File: config.mk
export PLATFORM = sky130hd
export DESIGN_NAME = ps2_ram_arbiter_flat
export DESIGN_NICKNAME = d
export VERILOG_FILES = /design/src/rtl/ps2_ram_arbiter_pkg.sv /design/src/rtl/ps2_ram_arbiter_if.sv /design/src/rtl/ps2_ram_arbiter_byte_fifo.sv /design/src/rtl/ps2_ram_arbiter.sv /design/src/flat_wrapper.sv
export SDC_FILE = /design/constraint.sdc
export NUM_CORES = 1
export LEC_CHECK = 0
export CAP_MARGIN = 20
export CORE_MARGIN = 2
export CORE_UTILIZATION = 39
export DETAILED_ROUTE_END_ITERATION = 12
export PLACE_DENSITY = 0.81
export SLEW_MARGIN = 20
export SYNTH_ARGS = -nofsm -noshare
export SYNTH_HDL_FRONTEND = slang
export SYNTH_HIERARCHICAL = 1
export SYNTH_SLANG_ARGS = --single-unit
File: constraint.sdc
create_clock -name clk -period 3.77 [get_ports clk]
set_input_delay 0.377 -clock clk [delete_from_list [all_inputs] [get_ports clk]]
set_output_delay 0.377 -clock clk [all_outputs]
set_load 0.03 [all_outputs]
File: src/rtl/ps2_ram_arbiter_pkg.sv
// ps2_arb_pkg: shared constants and types for the PS2-to-RAM mailbox arbiter.
//   MBOX_ADDR_DEFAULT : default byte address of the mailbox word in data RAM
//   MBOX_VALID_BIT    : bit of the mailbox word that flags an unread byte
//   DROP_CNT_MAX      : saturation value of the overflow drop counter
//   mbox_word_t       : layout of the mailbox word as seen by the core
package ps2_arb_pkg;

    localparam logic [31:0] MBOX_ADDR_DEFAULT = 32'h0000_0400;
    localparam int          MBOX_VALID_BIT    = 8;
    localparam logic [7:0]  DROP_CNT_MAX      = 8'hFF;

    typedef struct packed {
        logic [22:0] pad;
        logic        valid;
        logic [7:0]  data;
    } mbox_word_t;

    // Build the word written into the mailbox when a byte is injected.
    function automatic mbox_word_t make_mbox_word(input logic [7:0] b);
        mbox_word_t w;
        w.pad   = '0;
        w.valid = 1'b1;
        w.data  = b;
        return w;
    endfunction

endpackage

File: src/rtl/ps2_ram_arbiter_if.sv
// ps2_ram_arbiter_if: core-side request and RAM-side port of the shared
// data RAM write/address path.
//   cpu_we / cpu_re / cpu_addr / cpu_wdata : core request (driven by master)
//   ram_we / ram_addr / ram_wdata          : RAM port (driven by slave)
//
// Ownership rule: there is no ready signal back to the core. Whenever
// cpu_we or cpu_re is high the core owns the RAM port in that same cycle
// and the arbiter passes its signals through unchanged; the arbiter only
// drives the port itself in cycles where both strobes are low.
interface ps2_ram_arbiter_if;

    logic        cpu_we;
    logic        cpu_re;
    logic [31:0] cpu_addr;
    logic [31:0] cpu_wdata;
    logic        ram_we;
    logic [31:0] ram_addr;
    logic [31:0] ram_wdata;

    modport master (
        output cpu_we, cpu_re, cpu_addr, cpu_wdata,
        input  ram_we, ram_addr, ram_wdata
    );

    modport slave (
        input  cpu_we, cpu_re, cpu_addr, cpu_wdata,
        output ram_we, ram_addr, ram_wdata
    );

endinterface

File: src/rtl/ps2_ram_arbiter_byte_fifo.sv
// byte_fifo: synchronous 8-bit FIFO with a separate occupancy counter.
//   clk, reset : clock and synchronous active-low reset
//   push, din  : write request and byte; ignored when full unless popping
//   pop        : remove head; ignored when empty
//   head       : byte at the read pointer (valid when !empty)
//   count      : registered occupancy, 0..DEPTH
//   full/empty : decoded from count
// DEPTH must be a power of two (2..16) so the pointers wrap naturally.
module byte_fifo #(
    parameter int DEPTH = 4
) (
    input  logic                     clk,
    input  logic                     reset,
    input  logic                     push,
    input  logic                     pop,
    input  logic [7:0]               din,
    output logic [7:0]               head,
    output logic [$clog2(DEPTH):0]   count,
    output logic                     full,
    output logic                     empty
);

    localparam int AW = $clog2(DEPTH);
    localparam logic [AW:0] FULL_CNT = (AW+1)'(DEPTH);

    logic [7:0]    mem [DEPTH];
    logic [AW-1:0] wr_ptr;
    logic [AW-1:0] rd_ptr;
    logic          push_ok;
    logic          pop_ok;

    assign full  = (count == FULL_CNT);
    assign empty = (count == '0);
    assign head  = mem[rd_ptr];

    // When full, a push is still accepted if a pop frees the slot in the
    // same cycle; the write lands on the slot being read out.
    assign pop_ok  = pop && !empty;
    assign push_ok = push && (!full || pop_ok);

    always_ff @(posedge clk) begin
        if (push_ok) begin
            mem[wr_ptr] <= din;
        end
    end

    always_ff @(posedge clk) begin
        if (!reset) begin
            wr_ptr <= '0;
            rd_ptr <= '0;
            count  <= '0;
        end else begin
            if (push_ok) begin
                wr_ptr <= wr_ptr + 1'b1;
            end
            if (pop_ok) begin
                rd_ptr <= rd_ptr + 1'b1;
            end
            case ({push_ok, pop_ok})
                2'b10:   count <= count + 1'b1;
                2'b01:   count <= count - 1'b1;
                default: count <= count;
            endcase
        end
    end

endmodule

File: src/rtl/ps2_ram_arbiter.sv
// ps2_ram_arbiter: shares the data RAM write/address port between the core
// and the PS2 receiver. Received bytes queue in a FIFO and are written into
// a mailbox word only in cycles where the core is not using memory.
//   clk, reset        : clock and synchronous active-low reset
//   bus (slave)       : core request in, RAM port out
//   ps2_rx_done_tick  : one-cycle strobe, ps2_rx_data valid
//   ps2_rx_data       : received byte
//   mbox_full         : mailbox holds a byte the core has not acknowledged
//   fifo_count        : queued bytes
//   drop_cnt          : saturating count of bytes lost to overflow
module ps2_ram_arbiter
    import ps2_arb_pkg::*;
#(
    parameter logic [31:0] MBOX_ADDR  = MBOX_ADDR_DEFAULT,
    parameter int          FIFO_DEPTH = 4
) (
    input  logic                          clk,
    input  logic                          reset,
    ps2_ram_arbiter_if.slave              bus,
    input  logic                          ps2_rx_done_tick,
    input  logic [7:0]                    ps2_rx_data,
    output logic                          mbox_full,
    output logic [$clog2(FIFO_DEPTH):0]   fifo_count,
    output logic [7:0]                    drop_cnt
);

    logic       core_busy;
    logic       inject;
    logic       mbox_ack;
    logic       drop;
    logic       fifo_full;
    logic       fifo_empty;
    logic [7:0] fifo_head;
    mbox_word_t inject_word;

    byte_fifo #(
        .DEPTH (FIFO_DEPTH)
    ) u_fifo (
        .clk   (clk),
        .reset (reset),
        .push  (ps2_rx_done_tick),
        .pop   (inject),
        .din   (ps2_rx_data),
        .head  (fifo_head),
        .count (fifo_count),
        .full  (fifo_full),
        .empty (fifo_empty)
    );

    // The core always wins; injection only fills idle cycles and waits for
    // the previous byte to be acknowledged, so at most one write per ack.
    assign core_busy   = bus.cpu_we | bus.cpu_re;
    assign inject      = !core_busy && !mbox_full && !fifo_empty;
    assign mbox_ack    = bus.cpu_we && (bus.cpu_addr == MBOX_ADDR);
    assign drop        = ps2_rx_done_tick && fifo_full && !inject;
    assign inject_word = make_mbox_word(fifo_head);

    always_comb begin
        bus.ram_we    = bus.cpu_we;
        bus.ram_addr  = bus.cpu_addr;
        bus.ram_wdata = bus.cpu_wdata;
        if (inject) begin
            bus.ram_we    = 1'b1;
            bus.ram_addr  = MBOX_ADDR;
            bus.ram_wdata = inject_word;
        end
    end

    // inject and mbox_ack are mutually exclusive (the ack is a core write),
    // so the order of these branches does not matter.
    always_ff @(posedge clk) begin
        if (!reset) begin
            mbox_full <= 1'b0;
            drop_cnt  <= '0;
        end else begin
            if (mbox_ack) begin
                mbox_full <= bus.cpu_wdata[MBOX_VALID_BIT];
            end else if (inject) begin
                mbox_full <= 1'b1;
            end
            if (drop && (drop_cnt != DROP_CNT_MAX)) begin
                drop_cnt <= drop_cnt + 1'b1;
            end
        end
    end

endmodule

File: src/flat_wrapper.sv
// flat-port wrapper written by rule: the top's interface ports become plain ports
module ps2_ram_arbiter_flat import ps2_arb_pkg::*;
#(
    parameter logic [31:0] MBOX_ADDR  = MBOX_ADDR_DEFAULT,
    parameter int          FIFO_DEPTH = 4
)
  (clk, reset, ps2_rx_done_tick, ps2_rx_data, mbox_full, fifo_count, drop_cnt, bus_cpu_we, bus_cpu_re, bus_cpu_addr, bus_cpu_wdata, bus_ram_we, bus_ram_addr, bus_ram_wdata);
  ps2_ram_arbiter_if bus_i ();
  input  logic clk;
  input  logic reset;
  input  logic ps2_rx_done_tick;
  input  logic [7:0] ps2_rx_data;
  output logic mbox_full;
  output logic [$clog2(FIFO_DEPTH):0] fifo_count;
  output logic [7:0] drop_cnt;
  input wire logic [$bits(bus_i.cpu_we)-1:0] bus_cpu_we;
  input wire logic [$bits(bus_i.cpu_re)-1:0] bus_cpu_re;
  input wire logic [$bits(bus_i.cpu_addr)-1:0] bus_cpu_addr;
  input wire logic [$bits(bus_i.cpu_wdata)-1:0] bus_cpu_wdata;
  output wire logic [$bits(bus_i.ram_we)-1:0] bus_ram_we;
  output wire logic [$bits(bus_i.ram_addr)-1:0] bus_ram_addr;
  output wire logic [$bits(bus_i.ram_wdata)-1:0] bus_ram_wdata;
  assign bus_i.cpu_we = bus_cpu_we;
  assign bus_i.cpu_re = bus_cpu_re;
  assign bus_i.cpu_addr = bus_cpu_addr;
  assign bus_i.cpu_wdata = bus_cpu_wdata;
  assign bus_ram_we = bus_i.ram_we;
  assign bus_ram_addr = bus_i.ram_addr;
  assign bus_ram_wdata = bus_i.ram_wdata;
  ps2_ram_arbiter #(.MBOX_ADDR(MBOX_ADDR), .FIFO_DEPTH(FIFO_DEPTH)) u_core (.clk(clk), .reset(reset), .bus(bus_i), .ps2_rx_done_tick(ps2_rx_done_tick), .ps2_rx_data(ps2_rx_data), .mbox_full(mbox_full), .fifo_count(fifo_count), .drop_cnt(drop_cnt));
endmodule
* Yosys cells after proc, flatten, opt, wreduce, memory -nomap -nowiden
Memory sizes are Yosys's and may differ from the RTL's. A register that Yosys moved wholly into a read port is not among the register bits. Index checks and enable logic that the tools add are counted.
Cells by class: add/sub/neg operators 5, eq/ne operators 5, muxes and demuxes 10, bitwise logic cells 1, reduce and logical (&&, ||, !) cells 17
Operators by type and width (number):
- two-way mux 32 bit | 2
- equality test 32 x 11 -> 1 bit, second input constant | 1
- adder 8 x 1 -> 8 bit, second input constant | 1
- logical AND 1 bit | 8
- inequality test 8 bit, second input constant | 1
- one-hot mux 3 bit (2 select lines) | 1
- zero test 1 bit | 5
- two-way mux 1 bit | 5
- adder 2 x 1 -> 2 bit, second input constant | 2
- two-way mux 2 bit | 2
- nonzero test 2 bit | 2
- adder 3 x 1 -> 3 bit, second input constant | 1
- equality test 3 bit, second input constant | 1
- zero test 3 bit | 1
- subtractor 3 x 1 -> 3 bit, second input constant | 1
- equality test 2 x 1 -> 1 bit, second input constant | 1
- equality test 2 bit, second input constant | 1
- logical OR 1 bit | 1
- bitwise OR 1 bit | 1
Word-level totals: register bits 16, memory bits (writable) 32, input port bits 77, word-level logic and storage cells 44, memories kept 1
Memory list:
- u_core.u_fifo.mem | words 4, bits a word 8, rd ports 1, clocked after Yosys merged registers in 1, write ports 1, line ps2_ram_arbiter_byte_fifo.sv:26 | logic [7:0] mem [DEPTH];

* Depth between registers and ports, before layout
Gate-level depths: netlist of run 1.
depth in word-level cells 9, mapped depth 12, mapped depth without buffers 9

* Modules after synthesis
Netlist of run 1, hierarchy kept.
By module, submodules not included:
- byte_fifo | times used 1, cells an instance 109, area an instance 1721.7 µm², seq. area each 1141.1 µm²
- ps2_ram_arbiter | times used 1, cells an instance 134, area an instance 1042.2 µm², seq. area each 180.2 µm²

* Worst setup path before layout of run 1
Ideal clock, no wire load.
path kind flip-flop to flip-flop, start register u_core.u_fifo.count[2], end register u_core.u_fifo.count[1], arrival time 2.931 ns, path slack 0.744 ns, cell stages (with the launch flop) 13, clock period less this slack 3.026 ns, path through dfxtp_1 buf_2 nor3_1 or4_4 buf_6 inv_2 buf_2 o31ai_1 nand2b_1 fa_1 o21ba_2 o211ai_1 a221oi_1
On the way: word-level cells in the longest chain between the ends 8, elaborated cells between the ends (all ways) 12, those cells by class eq/ne (3); mux (1); reduce/logical (8)
Ends and longest elaborated chain:
- start, declared | line ps2_ram_arbiter_byte_fifo.sv:18 | output logic [$clog2(DEPTH):0] count,
- start signal, assigned | line ps2_ram_arbiter_byte_fifo.sv:60 | 2'b10: count <= count + 1'b1;
- start signal, assigned | line ps2_ram_arbiter_byte_fifo.sv:61 | 2'b01: count <= count - 1'b1;
- start signal, assigned | line ps2_ram_arbiter_byte_fifo.sv:62 | default: count <= count;
- zero test 3 bit * | line ps2_ram_arbiter_byte_fifo.sv:33 | assign empty = (count == '0);
- via u_core.fifo_empty | line ps2_ram_arbiter.sv:32 | logic fifo_empty;
- zero test 1 bit * | line ps2_ram_arbiter.sv:53 | assign inject = !core_busy && !mbox_full && !fifo_empty;
- logical AND 1 bit * | line ps2_ram_arbiter.sv:53
- via u_core.inject | line ps2_ram_arbiter.sv:28 | logic inject;
- logical AND 1 bit * | line ps2_ram_arbiter_byte_fifo.sv:38 | assign pop_ok = pop && !empty;
- logical OR 1 bit | line ps2_ram_arbiter_byte_fifo.sv:39 | assign push_ok = push && (!full || pop_ok);
- logical AND 1 bit | line ps2_ram_arbiter_byte_fifo.sv:39
- equality test 2 x 1 -> 1 bit or equality test 2 bit (tied branches) | line ps2_ram_arbiter_byte_fifo.sv:59 | case ({push_ok, pop_ok})
- one-hot mux 3 bit (2 select lines) or nonzero test 2 bit (tied branches)
Mark *: on every way through the listed nets, which the timed path passes. The rest lies on a longest branch. A chain may end at the register's enable or synchronous reset.

* Final worst setup path of run 1
start register u_core.u_fifo.count[0], end output bus_ram_wdata[5]
On the way: word-level cells in the longest chain between the ends 4
Ends and longest elaborated chain:
- zero test 3 bit | line ps2_ram_arbiter_byte_fifo.sv:33
- via u_core.fifo_empty | line ps2_ram_arbiter.sv:32
- zero test 1 bit | line ps2_ram_arbiter.sv:53
- logical AND 1 bit | line ps2_ram_arbiter.sv:53
- via u_core.inject | line ps2_ram_arbiter.sv:28
- two-way mux 32 bit | line ps2_ram_arbiter.sv:62 | if (inject) begin
- end, declared | line flat_wrapper.sv:22 | output wire logic [$bits(bus_i.ram_wdata)-1:0] bus_ram_wdata;
The timed path passes the listed nets, and every way through them passes these cells.

==> results of run 1 <==
==> report_power, final <==
group	leakage [nW]	switching, W	total [W]	internal (W)
combinational	1.08	0.000188	0.000382	0.000194
clock	0.0514	0.000181	0.000332	0.000151
sequential	0.439	0.00000966	0.000609	0.000600
==> routing by layer <==
| metal | up-vias | GRT usage, % | part of all wire (%) |
|---|---|---|---|
| met2 | 85 | 37.5 | 54 |
| met3 | 9 | 5.28 | 7.4 |
| li1 | 1169 | - | - |
| met1 | 1160 | 21.7 | 38 |
| met4 | 0 | 6.06 | 1.0 |
| met5 | - | 0 | 0 |
==> how the worst max path moves through the flow <==
stage	startpoint	endpoint	cells past startpoint	slack, ns
after global routing	u_core/u_fifo/count[0]$_SDFFE_PN0P_	bus_ram_wdata[5]	5	0.47
final	u_core/u_fifo/count[0]$_SDFFE_PN0P_	bus_ram_wdata[5]	5	0.64
after detailed placement	bus_cpu_we	u_core/u_fifo/count[1]$_SDFFE_PN0P_	9	0.52
after floorplan	u_core/u_fifo/count[2]$_SDFFE_PN0P_	u_core/u_fifo/count[1]$_SDFFE_PN0P_	12	0.74
after global placement	bus_cpu_we	u_core/u_fifo/count[1]$_SDFFE_PN0P_	9	0.62
after CTS	u_core/u_fifo/count[0]$_SDFFE_PN0P_	bus_ram_wdata[5]	5	0.63
==> synthesized netlist by cell type <==
cell | n | share of area, %
sky130_fd_sc_hd__a21oi_1 | 7 | 1.3
sky130_fd_sc_hd__a221oi_1 | 1 | 0.32
sky130_fd_sc_hd__a31oi_1 | 1 | 0.23
sky130_fd_sc_hd__and2_1 | 56 | 13
sky130_fd_sc_hd__and3_1 | 4 | 0.91
sky130_fd_sc_hd__buf_1 | 1 | 0.14
sky130_fd_sc_hd__buf_2 | 5 | 0.91
sky130_fd_sc_hd__buf_6 | 3 | 1.2
sky130_fd_sc_hd__buf_8 | 1 | 0.54
sky130_fd_sc_hd__clkbuf_1 | 5 | 0.68
sky130_fd_sc_hd__dfxtp_1 | 18 | 13
sky130_fd_sc_hd__edfxtp_1 | 32 | 35
sky130_fd_sc_hd__fa_1 | 1 | 0.72
sky130_fd_sc_hd__ha_1 | 5 | 2.3
sky130_fd_sc_hd__inv_1 | 10 | 1.4
sky130_fd_sc_hd__inv_2 | 1 | 0.14
sky130_fd_sc_hd__mux2_2 | 8 | 3.3
sky130_fd_sc_hd__mux2i_1 | 3 | 1.1
sky130_fd_sc_hd__mux4_2 | 8 | 6.5
sky130_fd_sc_hd__nand2_1 | 6 | 0.81
sky130_fd_sc_hd__nand2b_1 | 6 | 1.4
sky130_fd_sc_hd__nand3_1 | 6 | 1.1
sky130_fd_sc_hd__nand3b_1 | 1 | 0.27
sky130_fd_sc_hd__nand4_1 | 2 | 0.45
sky130_fd_sc_hd__nand4_4 | 1 | 0.77
sky130_fd_sc_hd__nor2_1 | 9 | 1.2
sky130_fd_sc_hd__nor3_1 | 2 | 0.36
sky130_fd_sc_hd__nor4_1 | 5 | 1.1
sky130_fd_sc_hd__nor4_2 | 1 | 0.45
sky130_fd_sc_hd__nor4b_1 | 3 | 0.95
sky130_fd_sc_hd__o211ai_1 | 2 | 0.54
sky130_fd_sc_hd__o211ai_4 | 1 | 0.77
sky130_fd_sc_hd__o21ai_0 | 4 | 0.72
sky130_fd_sc_hd__o21ai_1 | 1 | 0.18
sky130_fd_sc_hd__o21ba_2 | 1 | 0.36
sky130_fd_sc_hd__o21bai_1 | 1 | 0.27
sky130_fd_sc_hd__o311ai_0 | 1 | 0.32
sky130_fd_sc_hd__o31ai_1 | 5 | 1.4
sky130_fd_sc_hd__o32ai_1 | 1 | 0.32
sky130_fd_sc_hd__or3_1 | 3 | 0.68
sky130_fd_sc_hd__or4_1 | 4 | 1.1
sky130_fd_sc_hd__or4_4 | 1 | 0.41
sky130_fd_sc_hd__or4b_4 | 1 | 0.50
sky130_fd_sc_hd__xor2_1 | 5 | 1.6
==> state kept, by name, summed over array words and instances, names as in the netlist, named ones only <==
name,cells
u_core/u_fifo/rd_ptr,2
u_core/drop_cnt,8
u_core/u_fifo/wr_ptr,2
u_core/u_fifo/count,3
u_core/u_fifo/mem,32
u_core/mbox_full,1
==> cells by family after synthesis <==
kind of cell / count (synthesis)
AOI/OAI and AO/OA: 26
xor gates and xnor gates: 5
adders and majority gates: 6
buffers and inverters: 26
DFF: 50
muxes: 19
and+or+nand+nor: 111
==> per-stage QoR <==
stage          instance area, um^2  utilization [%]  total power [W]  instances
2_1_floorplan                 2760                -         0.000804        243
3_3_place_gp                  4330             63.3         0.000999        478
3_5_place_dp                  4330             63.3          0.00101        478
4_1_cts                       4430             64.8          0.00134        486
5_1_grt                       4430             64.8          0.00138        486
6_report                      4430             64.8          0.00132        486
==> critical path: stages, from the launching register on <==
cell and delay (ns):
sky130_fd_sc_hd__dfxtp_1 0.57, sky130_fd_sc_hd__nor3_1 0.10, sky130_fd_sc_hd__or4_4 0.43, sky130_fd_sc_hd__inv_2 0.33, sky130_fd_sc_hd__mux2_2 0.40, sky130_fd_sc_hd__clkdlybuf4s50_1 0.61
==> final cells by class <==
type                            instances  area (um^2)
Clock buffer                            6         82.6
Fill cell                             573         2400
Sequential cell                        50         1320
Timing Repair Buffer                  154         1540
Clock inverter                          2         17.5
Multi-Input combinational cell        167         1310
Tap cell                               96          120
Inverter                               11         41.3
==> impl_results.md, run 1 <==
- Status: finished, final reports clean
- Type of the setup path with the least slack: register to output pin
- Final HPWL DP: 6.28 mm
- Achievable clock frequency: roughly 320 MHz
- Most frequent standard cell in the layout excluding fill and tap cells: sky130_fd_sc_hd__clkdlybuf4s50_1
- Power per Cell Area: between 200 and 300 nW/um^2
- Measured slew at the worst slew-check pin: around 0.57 ns
- Max IR drop VDD: approximately 0.00025 V
- WL/cell: about 16 um
- Wire length of the first global-routing pass: about 12 mm
- Synthesized-area fraction occupied by adder cells: approximately 3%
- Setup TNS after final layout: 0 ns
- Final critical-path required period: between 3 and 4 ns
- # DRC: 0
- Library cell used as clock root buffer: sky130_fd_sc_hd__clkbuf_8
- Normalized max-slew margin: between 60% and 70%
- Pleak: 1.57 nW
- Number of hold violations in the final report: 0
- Die height: 88.2 um
- Worst slack after detailed placement: roughly 0.52 ns
- WHS: 0.526 ns
- Reg-to-Reg End: u_core/u_fifo/count[1]$_SDFFE_PN0P_
- Post-cts resize count: 0
- Number of warnings printed during yosys synthesis: 6
- RSZ-0062 raised after global routing: no
- All-layer global routing usage: 19.9%
- Commonest cells after routing, fill and taps aside: sky130_fd_sc_hd__clkdlybuf4s50_1 (153), sky130_fd_sc_hd__and2_1 (56), sky130_fd_sc_hd__edfxtp_1 (32), sky130_fd_sc_hd__dfxtp_1 (18), sky130_fd_sc_hd__inv_1 (10)
- Area Overhead vs Synth: 60.2%
- Final WS setup: 0.636 ns
- Setup slack on the worst flop-to-flop path: between 0.8 and 0.9 ns
- Area share of xor/xnor cells in the synthesized design: 1.58%
- Netlist Area Pre-Place: 2760 um^2
- Fraction of the cycle the final worst path needs: approximately 83%
- Number of top-level pins: about 150
- Min-Delay Path Depth: 2
- Count of inserted antenna diode cells: 0
- Kind of capture point of the worst setup path: output pin
- Final Max Tran Viols: 0
- Largest fanout on the critical path: 21
- Nets: about 470
- Setup violation total in the final timing report: 0
- Complex-gate fraction of the synthesized area: around 6.7%
- Destination of the worst hold path: u_core/drop_cnt[7]$_SDFFE_PN0P_
- Routed Wire Length: 8.01 mm
- Initial standard-cell utilization of the core: 40.5%
- Die width: 88.2 um
- Critical path required time: 3.39 ns
- Total setup buffers inserted after CTS: 0
- Worst reg-to-reg path cell count: 9
- Number of antenna violations at the first check in global routing: 0
- Detailed Route Iter0 Violations: 104
- CTS tree: done
- Routed via count divided by cell count: 4.99
- Synth cell types: 44
- # hold bufs at CTS: 0
- Nets in the synthesized netlist: ~330
- Via count of the first global-routing pass: 2273
- Post-synthesis simple-gate area fraction: ~25%
- Number of sinks driven by the clock tree: 50
- Register bit count reported by yosys: 50
- TritonCTS buffer count: 5
- Standard cell core area: 6830 um^2
- Arrival time at the worst endpoint: around 2.8 ns
- Post-synthesis mux area share: between 10% and 20%
- Number of port buffers: around 150
- Dominant combinational cell family by area after synthesis: simple AND/OR/NAND/NOR gates
- Die area: slightly below 8000 um^2
- Row count: 30
- Insertion delay to the later sink of the worst-skew pair: between 0.3 and 0.4 ns
- Maximum clock insertion buffer count: 2
- Startpoint of the worst register-to-register path: u_core/u_fifo/count[0]$_SDFFE_PN0P_
- Critical path launch point type: register
- Post-synthesis instance total: ~240
- Clock transition at path regs: approximately 0.090 ns
- HP Class: register to register
- Max Clock Skew: just under 0.008 ns
- Portion of the post-synthesis area used by sequential elements: a little under half
- Placer's final routability congestion estimate: 0.719
- Maximum capacitance violations: 0
- Routed vias: about 2400
- Pre-antenna DRT Iters: 4
- Mean cell area of the mapped netlist: about 11 um^2
- Layout cells sized above 1: 8.21%
- Post-route antenna net violation count: 0
- H-tree depth: 2
- Min-Delay Startpoint: u_core/drop_cnt[7]$_SDFFE_PN0P_
- Pin count of the biggest net entering global routing: 59
- Total congestion overflow after global routing: 0
Power figures use the tool's default switching activity.
==> run 2: changes to the inputs <==
--- a/config.mk
+++ b/config.mk
@@ -7,9 +7,9 @@
 export LEC_CHECK = 0
 export CAP_MARGIN = 20
 export CORE_MARGIN = 2
-export CORE_UTILIZATION = 39
+export CORE_UTILIZATION = 35
 export DETAILED_ROUTE_END_ITERATION = 12
-export PLACE_DENSITY = 0.81
+export PLACE_DENSITY = 0.77
 export SLEW_MARGIN = 20
 export SYNTH_ARGS = -nofsm -noshare
 export SYNTH_HDL_FRONTEND = slang
==> constraint.sdc (replaced) <==
create_clock -name clk -period 2.8 [get_ports clk]
set_input_delay 0.28 -clock clk [delete_from_list [all_inputs] [get_ports clk]]
set_output_delay 0.28 -clock clk [all_outputs]
set_load 0.03 [all_outputs]
==> impl_results.md, run 2 (synthesized netlist as in run 1, its figures left out) <==
- Status: finished, final reports clean (unchanged)
- Logic gate share of total power: 29.5% (was 28.9%)
- Number of sinks driven by the clock tree: 50 (unchanged)
- Arrival time at the worst endpoint: 2.44 ns (was 2.76 ns)
- Via count of the first global-routing pass: 2329 (was 2273)
- Routed Wire Length: 7.91 mm (was 8.01 mm)
- Layout cells sized above 1: 10.1% (was 8.21%)
- Critical path launch point type: register (unchanged)
- Number of top-level pins: 154 (unchanged)
- Final HPWL DP: 6.18 mm (was 6.28 mm)
- Total setup buffers inserted after CTS: 0 (unchanged)
- Power spent charging and discharging nets: 0.000494 W (was 0.000379 W)
- Number of antenna violations at the first check in global routing: 0 (unchanged)
- Min-Delay Path Depth: 2 (unchanged)
- Die area: 8620 um^2 (was 7780 um^2)
- Library cell used as clock root buffer: sky130_fd_sc_hd__clkbuf_8 (unchanged)
- Type of the setup path with the least slack: register to output pin (unchanged)
- WL/cell: 15.9 um (was 16.5 um)
- Max IR drop VDD: 0.000230 V (was 0.000250 V)
- Achievable clock frequency: 368 MHz
- Wire length of the first global-routing pass: 11.7 mm (about the same)
- Largest fanout on the critical path: 11 (was 21)
- Worst reg-to-reg path cell count: 9 (unchanged)
- Maximum clock insertion buffer count: 2 (unchanged)
- Pint: 0.00124 W (was 0.000945 W)
- # DRC: 0 (unchanged)
- Pre-antenna DRT Iters: 4 (unchanged)
- Startpoint of the worst register-to-register path: u_core/u_fifo/count[0]$_SDFFE_PN0P_ (unchanged)
- Most frequent standard cell in the layout excluding fill and tap cells: sky130_fd_sc_hd__clkdlybuf4s50_1 (unchanged)
- WHS: 0.500 ns (was 0.526 ns)
- Number of hold violations in the final report: 0 (unchanged)
- Final-layout fill cell count: 652 (was 573)
- Register share of total power: 47.1% (was 46.0%)
- Maximum capacitance violations: 0 (unchanged)
- Min-Delay Startpoint: u_core/drop_cnt[7]$_SDFFE_PN0P_ (unchanged)
- Fraction of the cycle the final worst path needs: 97.0%
- Kind of capture point of the worst setup path: output pin (unchanged)
- Insertion delay to the later sink of the worst-skew pair: 0.29 ns (was 0.31 ns)
- Detailed Route Iter0 Violations: 141 (was 104)
- Register with the most flip-flops: u_core/u_fifo/mem (unchanged)
- Worst slack after detailed placement: 0.0355 ns (was 0.523 ns)
- Critical path required time: 2.52 ns (was 3.39 ns)
- Post-route antenna net violation count: 0 (unchanged)
- Normalized max-slew margin: 69.8% (was 61.6%)
- Reg-to-Reg End: u_core/u_fifo/count[1]$_SDFFE_PN0P_ (unchanged)
- Routed via count divided by cell count: 4.90 (was 4.99)
- Standard cell core area: 7690 um^2 (was 6830 um^2)
- Pin count of the biggest net entering global routing: 59 (unchanged)
- Core utilization of the finished layout: 59.4% (was 64.8%)
- Placer's final routability congestion estimate: 0.776 (was 0.719)
- Clock transition at path regs: 0.09 ns (about the same)
- Nets: 478 (was 472)
- # hold bufs at CTS: 0 (unchanged)
- Pleak: 1.90 nW (was 1.57 nW)
- Max Clock Skew: 0.00725 ns (was 0.00783 ns)
- Die height: 92.9 um (was 88.2 um)
- All-layer global routing usage: 17.2% (was 19.9%)
- Number of port buffers: 153 (unchanged)
- Switching share of total power: 28.4% (was 28.6%)
- Routed vias: 2438 (was 2423)
- Count of inserted antenna diode cells: 0 (unchanged)
- Power per Cell Area: 381 nW/um^2 (was 299 nW/um^2)
- Commonest cells after routing, fill and taps aside: sky130_fd_sc_hd__clkdlybuf4s50_1 (120), sky130_fd_sc_hd__and2_1 (56), sky130_fd_sc_hd__dlymetal6s2s_1 (33), sky130_fd_sc_hd__edfxtp_1 (32), sky130_fd_sc_hd__dfxtp_1 (15) (was sky130_fd_sc_hd__clkdlybuf4s50_1 (153), sky130_fd_sc_hd__and2_1 (56), sky130_fd_sc_hd__edfxtp_1 (32), sky130_fd_sc_hd__dfxtp_1 (18), sky130_fd_sc_hd__inv_1 (10))
- HP Class: register to register (unchanged)
- Final critical-path required period: between 2 and 3 ns
- Total congestion overflow after global routing: 0 (unchanged)
- Power share of the clock group: 23.4% (was 25.1%)
- Flip-flop count of the largest register after layout: 32 (unchanged)
- Setup violation total in the final timing report: 0 (unchanged)
- Initial standard-cell utilization of the core: 36.0% (was 40.5%)
- Final WS setup: 0.0839 ns (was 0.636 ns)
- Area Overhead vs Synth: 65.3% (was 60.2%)
- Die width: 92.9 um (was 88.2 um)
- Row count: 32 (was 30)
- Setup TNS after final layout: 0 ns (unchanged)
- CTS tree: done (unchanged)
- H-tree depth: 2 (unchanged)
- Final Max Tran Viols: 0 (unchanged)
- Measured slew at the worst slew-check pin: 0.454 ns (was 0.575 ns)
- Setup slack on the worst flop-to-flop path: 0.23 ns (was 0.81 ns)
- Largest registers in the final layout: u_core/u_fifo/mem (32), u_core/drop_cnt (8), u_core/u_fifo/count (3) (unchanged)
- TritonCTS buffer count: 5 (unchanged)
- Destination of the worst hold path: u_core/drop_cnt[7]$_SDFFE_PN0P_ (unchanged)
run 2: metal layers:
metal	global-route usage (%)	wire, um	vias to the layer above
li1	-	-	1180
met3	4.23	606	4
met5	0	0	-
met4	4.41	80	0
met2	33.2	4290	86
met1	18.5	2940	1168
run 2: repair_timing:
action                                  4_1_cts  5_1_grt
endpoints found under the setup margin        0       33
endpoints found under the hold margin         0        0
gates resized for setup                       0       33
run 2: through the flow:
| stage | power (W) | cell area [um^2] | std cells |
|---|---|---|---|
| after CTS | 0.00176 | 4490 | 498 |
| after floorplan | 0.00108 | 2780 | 243 |
| after detailed placement | 0.00136 | 4400 | 490 |
| final | 0.00174 | 4570 | 498 |
| after global placement | 0.00135 | 4400 | 490 |
| after global routing | 0.00181 | 4570 | 498 |
run 2: area by class of cell:
type / count / area, um^2 / share of cell area [%]
flip-flops and latches: 50 / 1330 / 29.0
clock inverters: 2 / 15.0 / 0.329
inverters: 11 / 43.8 / 0.959
clock buffers: 6 / 72.6 / 1.59
well taps: 102 / 128 / 2.79
multi-input cells: 167 / 1310 / 28.6
repair buffers: 160 / 1680 / 36.8
run 2: how the worst max path moves through the flow:
stage,start,endpoint,cells after the start,slack (ns)
6_report,u_core/u_fifo/count[0]$_SDFFE_PN0P_,bus_ram_wdata[5],6,0.08
5_1_grt,u_core/u_fifo/count[0]$_SDFFE_PN0P_,bus_ram_wdata[31],5,-0.006
4_1_cts,u_core/u_fifo/count[0]$_SDFFE_PN0P_,bus_ram_wdata[1],6,0.06
3_5_place_dp,bus_cpu_we,u_core/u_fifo/count[1]$_SDFFE_PN0P_,9,0.04
3_3_place_gp,bus_cpu_re,u_core/u_fifo/count[1]$_SDFFE_PN0P_,9,0.12
2_1_floorplan,u_core/u_fifo/count[2]$_SDFFE_PN0P_,u_core/u_fifo/count[1]$_SDFFE_PN0P_,12,0.03
run 2: power groups by stage:
stage               Combinational (W)  Sequential [W]  Clock [W]
floorplan                    0.000249        0.000835          0
global placement             0.000517        0.000835          0
detailed placement           0.000522        0.000837          0
CTS                          0.000523        0.000820   0.000416
global route                 0.000541        0.000822   0.000445
finish                       0.000513        0.000819   0.000406
run 2: worst max-delay path, stage by stage, from the launching register on:
cell                              delay, ns
sky130_fd_sc_hd__dfxtp_2               0.47
sky130_fd_sc_hd__nor3_1                0.09
sky130_fd_sc_hd__or4_4                 0.44
sky130_fd_sc_hd__inv_4                 0.09
sky130_fd_sc_hd__buf_12                0.12
sky130_fd_sc_hd__mux2_2                0.32
sky130_fd_sc_hd__clkdlybuf4s50_1       0.59
